==> src/rtl/hub75_bcm_scanner.sv <==
// HUB75 panel scanner: fetches one column across all lanes, shifts one bit-plane per pass,
// then latches the row and lights it for a binary-weighted OE window.
module hub75_bcm_scanner #(
    parameter int COLS     = 64,
    parameter int ROWS     = 32,
    parameter int CHANNELS = 2,
    parameter int BPC      = 8,
    parameter int CLK_DIV  = 2,
    parameter int OE_BASE  = 8,
    localparam int SCAN    = ROWS / CHANNELS,
    localparam int AW      = $clog2(ROWS * COLS),
    localparam int RW      = (SCAN > 1) ? $clog2(SCAN) : 1
) (
    input  logic                  clk,
    input  logic                  rst_n,
    input  logic                  enable,
    output logic                  mem_rd_en,
    output logic [AW-1:0]         mem_rd_addr,
    input  logic [3*BPC-1:0]      mem_rd_data,
    output logic [3*CHANNELS-1:0] hub_rgb,
    output logic                  hub_sclk,
    output logic                  hub_lat,
    output logic                  hub_oe_n,
    output logic [RW-1:0]         hub_addr,
    output logic                  busy,
    output logic                  frame_done
);

    localparam int CW  = (COLS > 1) ? $clog2(COLS) : 1;
    localparam int CHW = (CHANNELS > 1) ? $clog2(CHANNELS) : 1;
    localparam int DW  = (CLK_DIV > 1) ? $clog2(CLK_DIV) : 1;
    localparam int PW  = (BPC > 1) ? $clog2(BPC) : 1;
    localparam int OW  = $clog2(OE_BASE << (BPC - 1)) + 1;

    localparam logic [2:0] S_IDLE     = 3'd0;
    localparam logic [2:0] S_FETCH    = 3'd1;
    localparam logic [2:0] S_CAPTURE  = 3'd2;
    localparam logic [2:0] S_SHIFT_LO = 3'd3;
    localparam logic [2:0] S_SHIFT_HI = 3'd4;
    localparam logic [2:0] S_WAIT_OE  = 3'd5;
    localparam logic [2:0] S_LATCH    = 3'd6;

    logic [2:0]            state;
    logic [CHW-1:0]        ch_idx;
    logic [CW-1:0]         col;
    logic [DW-1:0]         div_cnt;
    logic [RW-1:0]         row;
    logic [PW-1:0]         plane;
    logic [OW-1:0]         oe_cnt;
    logic [2:0]            lane_bits [CHANNELS];
    logic [2:0]            plane_bits;
    logic [3*CHANNELS-1:0] rgb_next;
    logic                  last_plane;
    logic                  last_row;

    assign last_plane = (plane == PW'(BPC - 1));
    assign last_row   = (row == RW'(SCAN - 1));

    // Selected bit-plane of the word arriving this cycle, packed {b,g,r}.
    always_comb begin
        plane_bits    = '0;
        plane_bits[0] = |((mem_rd_data[BPC-1:0]       >> plane) & BPC'(1));
        plane_bits[1] = |((mem_rd_data[2*BPC-1:BPC]   >> plane) & BPC'(1));
        plane_bits[2] = |((mem_rd_data[3*BPC-1:2*BPC] >> plane) & BPC'(1));
    end

    // The last lane's word arrives during CAPTURE, so it bypasses the lane buffer.
    for (genvar c = 0; c < CHANNELS; c++) begin : g_lane
        assign rgb_next[3*c +: 3] = (c == CHANNELS - 1) ? plane_bits : lane_bits[c];
    end

    always_ff @(posedge clk or negedge rst_n) begin
        if (!rst_n) begin
            state     <= S_IDLE;
            ch_idx    <= '0;
            col       <= '0;
            div_cnt   <= '0;
            row       <= '0;
            plane     <= '0;
            oe_cnt    <= '0;
            lane_bits <= '{default: '0};
            hub_rgb   <= '0;
            hub_addr  <= '0;
            hub_oe_n  <= 1'b1;
        end else begin
            // OE window of the latched plane runs alongside shifting of the next one.
            if (state == S_LATCH) begin
                hub_oe_n <= 1'b0;
                oe_cnt   <= (OW'(OE_BASE) << plane) - 1'b1;
            end else if (!hub_oe_n) begin
                if (oe_cnt == '0) begin
                    hub_oe_n <= 1'b1;
                end else begin
                    oe_cnt <= oe_cnt - 1'b1;
                end
            end

            case (state)
                S_IDLE: begin
                    if (enable) begin
                        state  <= S_FETCH;
                        row    <= '0;
                        plane  <= '0;
                        col    <= '0;
                        ch_idx <= '0;
                    end
                end
                S_FETCH: begin
                    if (ch_idx != '0) begin
                        lane_bits[ch_idx - 1'b1] <= plane_bits;
                    end
                    if (ch_idx == CHW'(CHANNELS - 1)) begin
                        ch_idx <= '0;
                        state  <= S_CAPTURE;
                    end else begin
                        ch_idx <= ch_idx + 1'b1;
                    end
                end
                S_CAPTURE: begin
                    hub_rgb <= rgb_next;
                    div_cnt <= '0;
                    state   <= S_SHIFT_LO;
                end
                S_SHIFT_LO: begin
                    if (div_cnt == DW'(CLK_DIV - 1)) begin
                        div_cnt <= '0;
                        state   <= S_SHIFT_HI;
                    end else begin
                        div_cnt <= div_cnt + 1'b1;
                    end
                end
                S_SHIFT_HI: begin
                    if (div_cnt == DW'(CLK_DIV - 1)) begin
                        div_cnt <= '0;
                        if (col == CW'(COLS - 1)) begin
                            col   <= '0;
                            state <= S_WAIT_OE;
                        end else begin
                            col   <= col + 1'b1;
                            state <= S_FETCH;
                        end
                    end else begin
                        div_cnt <= div_cnt + 1'b1;
                    end
                end
                S_WAIT_OE: begin
                    if (hub_oe_n) begin
                        hub_addr <= row;
                        state    <= S_LATCH;
                    end
                end
                S_LATCH: begin
                    if (last_plane) begin
                        plane <= '0;
                        row   <= last_row ? '0 : row + 1'b1;
                    end else begin
                        plane <= plane + 1'b1;
                    end
                    state <= (last_plane && last_row && !enable) ? S_IDLE : S_FETCH;
                end
                default: state <= S_IDLE;
            endcase
        end
    end

    assign mem_rd_en   = (state == S_FETCH);
    assign mem_rd_addr = mem_rd_en ? AW'((32'(ch_idx) * SCAN + 32'(row)) * COLS + 32'(col)) : '0;
    assign hub_sclk    = (state == S_SHIFT_HI);
    assign hub_lat     = (state == S_LATCH);
    assign frame_done  = hub_lat && last_plane && last_row;
    assign busy        = (state != S_IDLE) || !hub_oe_n;

endmodule

==> config.mk <==
export PLATFORM = sky130hd
export DESIGN_NAME = hub75_bcm_scanner
export DESIGN_NICKNAME = d
export VERILOG_FILES = /design/src/rtl/hub75_bcm_scanner.sv
export SDC_FILE = /design/constraint.sdc
export NUM_CORES = 1
export LEC_CHECK = 0
export CORE_UTILIZATION = 40
export CTS_CLUSTER_SIZE = 24
export DETAILED_ROUTE_END_ITERATION = 8
export DONT_BUFFER_PORTS = 1
export PLACE_DENSITY = 0.64
export SYNTH_ARGS = -nofsm -noshare
export SYNTH_HDL_FRONTEND = slang
export SYNTH_SLANG_ARGS = --single-unit
export TNS_END_PERCENT = 50
==> constraint.sdc <==
create_clock -name clk -period 2.9 [get_ports clk]
set_input_delay 0.435 -clock clk [delete_from_list [all_inputs] [get_ports clk]]
set_output_delay 0.435 -clock clk [all_outputs]
set_load 0.01 [all_outputs]
* After elaboration in Yosys (flattened, before gate mapping) *
Cells that the tools add are included.

word-level totals
  bits of input ports = 27
  register bits = 46
  word-level logic and storage cells = 104
  output and inout bits = 27

cells by class
  equality and inequality tests = 17
  reductions and logical operators = 24
  bitwise gates (word level) = 1
  shift-type cells = 4
  multiplexer cells = 34
  $add $sub $neg = 10
  $lt $le $gt $ge = 2

operators with widths
  operator                 number
  $mux W11                 4
  $mux W3                  9
  $shr A8 B3 Y1            3
  $sub A11 B1 Y11 const B  2
  $pmux W3 S7              1
  $mux W6                  3
  $eq A3 B3 Y1 const B     4
  $mux W4                  3
  $pmux W6 S2              1
  $add A11 B6 Y11          1
  $logic_not A11 Y1        1
  $shl A4 B3 Y11 const A   1
  $ne A2 B2 Y1 const B     5
  $reduce_and A2 Y1        5
  $pmux W4 S2              1
  $reduce_bool A2 Y1       4
  $mux W1                  7
  $add A6 B1 Y6 const B    1
  $bwmux W6                1
  $eq A3 B2 Y1 const B     2
  $eq A6 B6 Y1 const B     1
  $ne A2 B1 Y1 const B     3
  $pmux W3 S2              1
  $reduce_and A3 Y1        2
  19 further kinds         26

* Logic depth before layout (Yosys ltp) *
  depth in word-level cells = 7
  depth in mapped cells = 11
  gate-level depth less buffers = 8

* Least setup slack after synthesis *
OpenSTA, ideal clock, no wires.

  path kind = register to register
  from = reg state[2]
  to = reg oe_cnt[8]
  required time = 2.806 ns
  buffers on the path = 3
  library setup time = 0.094 ns
  stages on the path, launching flop included = 12
  clock period less this slack = 2.178 ns
  setup slack = 0.722 ns
  arrival time = 2.084 ns
  cells stage by stage = dfrtp_1 -> buf_4 -> nand3b_2 -> buf_6 -> clkbuf_1 -> nand2_1 -> ha_1 -> nor3b_1 -> a32o_1 -> o211ai_1 -> nor2_1 -> a211oi_1

on the way
  word-level cells in the longest chain between the ends = 3
  elaborated cells between the ends (all ways) = 5

RTL lines
  what                         RTL line  source
  start: declaration           43        logic [2:0] state;
  start signal: assignment     159       state <= (last_plane && last_row && !enable) ? S_IDLE : S_FETCH;
  $eq A3 B3 Y1 (*)             87        if (state == S_LATCH) begin
  $ne A2 B2 Y1 (no line)       -
  $reduce_and A2 Y1 (no line)  -
  end signal: assignment       89        oe_cnt <= (OW'(OE_BASE) << plane) - 1'b1;
  end signal: assignment       94        oe_cnt <= oe_cnt - 1'b1;
  end: declaration             49        logic [OW-1:0] oe_cnt;

Every way passes the cells marked *; elsewhere a longest branch is shown, timed or not.
A chain may end at the register's enable or synchronous reset.

* Worst setup path after layout *
  from = reg state[0]
  to = out frame_done

on the way
  word-level cells in the longest chain between the ends = 3

RTL lines
  what                               RTL line  source
  $eq A3 B3 Y1                       169       assign hub_lat = (state == S_LATCH);
  $logic_and A1 B1 Y1 (2 in series)  170       assign frame_done = hub_lat && last_plane && last_row;
  end: declaration                   26        output logic frame_done

Every way passes these cells.

==> flow_summary.yaml <==
run_status:
  outcome: "complete, no violations"
hold_path:
  hold_path_depth: 3
  min-delay-start: "enable"
  hold_path_end: "plane[0]"
  hp-class: "input port to register"
critical_path:
  path_delay_family: "simple AND/OR/NAND/NOR gates"
  worstPathRequired_ns: 2.47
  path_cells: "nand3b_2 > inv_1 > nand2_1 > nor2_1"
  path_buf_inv: 1
  reg2reg_to: "oe_cnt[10]"
  critPathMaxStageDelay_ns: 0.56
  reg2reg_slack_ns: 0.55
  path_class: "register to output port"
  startpoint_type: "register"
  cp-end-kind: "output port"
  cp_data_arrival_time_ns: 2.06
  cp_max_fo: 17
  rr_worst_depth: 6
  worstReg2RegStart: "state[0]"
  crit_start: "state[0]"
  slowest_stage: "dfrtp_1"
timing:
  holdWs_ns: 0.386
  tns_ns: 0
  tightestPinTransition_ns: 0.584
  hold_violations: 0
  rsz0062_at_grt: "false"
  finalSetupViolCount: 0
  slew_violations: 0
  max_freq_ghz: 0.400
  min_period_ns: 2.50
  skew_ns: 0.00405
  fin_crit_sh_pct: 86.1
  maxSlewHeadroom_pct: 60.9
place:
  hpwl_mm: 4.03
  place_congestion: 0.839
  place_area_sq_mm: 0.00272
  numPortBuffers: 0
cells_and_area:
  finalNetCount: 312
  final_cell_mix: "dfrtp_1 (42), nor2_1 (29), nand2_1 (27)"
  n_antenna_cell: 0
  area_growth_pct: 7.87
  drive_gt1_share_pct: 14.9
  final_common_cell: "dfrtp_1"
  nFillCells: 629
  fin_area_sq_mm: 0.00286
synthesis:
  synth_top_family_by_area: "simple AND/OR/NAND/NOR gates"
  ys_seq_elements: 43
  synth_xor_area_share_pct: 4.29
  syn_avg_cell_area_sq_um: 9.65
  synth_compound_area_share_pct: 14.1
  ys_warn_count: 0
  synth_simple_gate_area_share_pct: 21.5
  synthDistinctLibCells: 50
  synth_area_sq_mm: 0.00265
  synth_adder_area_share_pct: 4.71
  synth_mux_area_share_pct: 11.2
  synth_edf_count: 0
  synth-seq-area-share_pct: 40.6
  ys.flop_type: "dfrtp_1"
  syn_nets: 312
  synth-async-reset-ratio_pct: 100
  synthCells: 275
detailed_routing:
  num_vias: 2022
  vias_per_cell: 5.73
  wl_per_cell_microns: 16.0
  antenna_left: 0
  dr.pass1.iters: 4
  drtIter0Drc: 139
  drc: 0
  totalWireLength_mm: 5.63
clock_tree:
  cts_max_level: 2
  numCtsBuffers: 5
  ctsResizeCount: 0
  post_cts_buffers: 0
  cts_tree: "done"
  ctsLongestPathBuffers: 2
  cts-root-buf: "clkbuf_8"
  clock_latency_ns: 0.29
  ctsHoldBuffers: 2
  cts.sink_count: 43
  path_clk_slew_ns: 0.08
global_route:
  antenna_found_initial: 0
  grt_pass1_wl_mm: 9.41
  grt_usage_pct: 16.8
  grt_pass1_vias: 1971
  grt_start_max_net_pins: 44
  grt-ovfl-total: 0
die:
  die_w_microns: 83.5
  design.die.area_sq_mm: 0.00696
  core_sq_mm: 0.00639
  die_h_microns: 83.5
  ios: 54
  num_rows: 29
  start_util_pct: 41.6
power:
  internal_power_mw: 0.878
  p_sw_share_pct: 20.4
  p_leak_nw: 1.19
  powerDensity_mw_per_mm2: 386
  vdd_drop_max_uv: 261
  net-switching-power_mw: 0.226
  combPwrFrac_pct: 2.9
  p_clk_share_pct: 41.7
  seq_power_share_pct: 55.4
job:
  max_cap_viol_count: 0
logic make-up (layout without fill, tap and decap cells):
kind of cell,count (synthesis),count (layout)
AO/OA/AOI/OAI,58,58
flip-flops,43,43
buffers and inverters,21,22
XOR/XNOR,13,13
adder cells (fa/ha/maj),10,10
multiplexers,20,20
AND/OR/NAND/NOR,110,110
power by group through the flow:
stage                     sequential (mW)  clock [mW]  combinational (mW)
after floorplan                     0.622           0              0.0138
after global placement              0.623           0              0.0149
after detailed placement            0.624           0              0.0155
after CTS                           0.612       0.475              0.0341
after global routing                0.612       0.493              0.0370
final                               0.612       0.460              0.0324
sequential cells by signal, summed over array words and instances (netlist names):
register,flops
oe_cnt,11
hub_addr,4
state,3
plane,3
row,4
div_cnt,1
col,6
hub_rgb,6
lane_bits,3
hub_oe_n,1
ch_idx,1
cells in the mapped netlist, drive strengths merged, types with 2 or more instances:
library cell   n  area (sq um)
mux2           7          78.8
and3           4          25.0
o21ai         14          70.1
nor2          29           109
nor4           3          18.8
nor3          10          71.3
o221a          2          22.5
or2            2          12.5
xnor2          3          26.3
a21oi         22           114
ha            10           125
dfrtp         42          1050
nand3         10          50.1
a211oi         2          20.0
nand3b         3          26.3
inv            7          26.3
o31ai          5          37.5
nand4          3          18.8
nand2b         2          12.5
a21o           3          22.5
clkbuf         8          30.0
nor3b          2          20.0
and2          12          75.1
nand4b         2          17.5
buf            6          38.8
mux4           7           158
a32o           2          20.0
mux2i          6          60.1
xor2          10          87.6
o211ai         3          27.5
nand2         27           101
final cells by class:
cell class / instances / area (sq um) / area share (%)
Clock buffer: 7 / 76.3 / 2.67
Multi-Input combinational cell: 211 / 1480 / 51.7
Inverter: 7 / 26.3 / 0.918
Clock inverter: 1 / 30.0 / 1.05
Sequential cell: 43 / 1080 / 37.6
Tap cell: 77 / 96.3 / 3.37
Timing Repair Buffer: 7 / 75.1 / 2.62
worst max-delay path by stage:
| stage | end | cells after the start |
|---|---|---|
| final | frame_done | 4 |
| after global routing | frame_done | 4 |
| after CTS | frame_done | 4 |
| after detailed placement | oe_cnt[10] | 6 |
| after global placement | oe_cnt[10] | 6 |
| after floorplan | oe_cnt[8] | 11 |
routing by layer:
layer	vias to the layer above	part of all wire, %	GRT usage (%)
met5	-	0	0
met4	0	1.5	5.86
met3	9	5.6	3.96
met2	64	46	26.2
met1	968	47	23.0
li1	981	-	-
per-stage QoR:
stage	util, %	std cells	worst slack, ns	power, mW
2_1_floorplan	-	275	0.722	0.636
3_3_place_gp	42.6	343	0.699	0.638
3_5_place_dp	42.6	343	0.584	0.639
4_1_cts	44.8	353	0.366	1.12
5_1_grt	44.8	353	0.214	1.14
6_report	44.8	353	0.402	1.10
worst reg2reg max path: cells and delay by family, from the launching register on:
| kind | cells | cell delay, ns |
|---|---|---|
| xor gates and xnor gates | 1 | 0.16 |
| buffers and inverters | 1 | 0.46 |
| DFF | 1 | 0.56 |
| muxes | 2 | 0.48 |
| and+or+nand+nor | 2 | 0.55 |
Power figures use the tool's default switching activity.
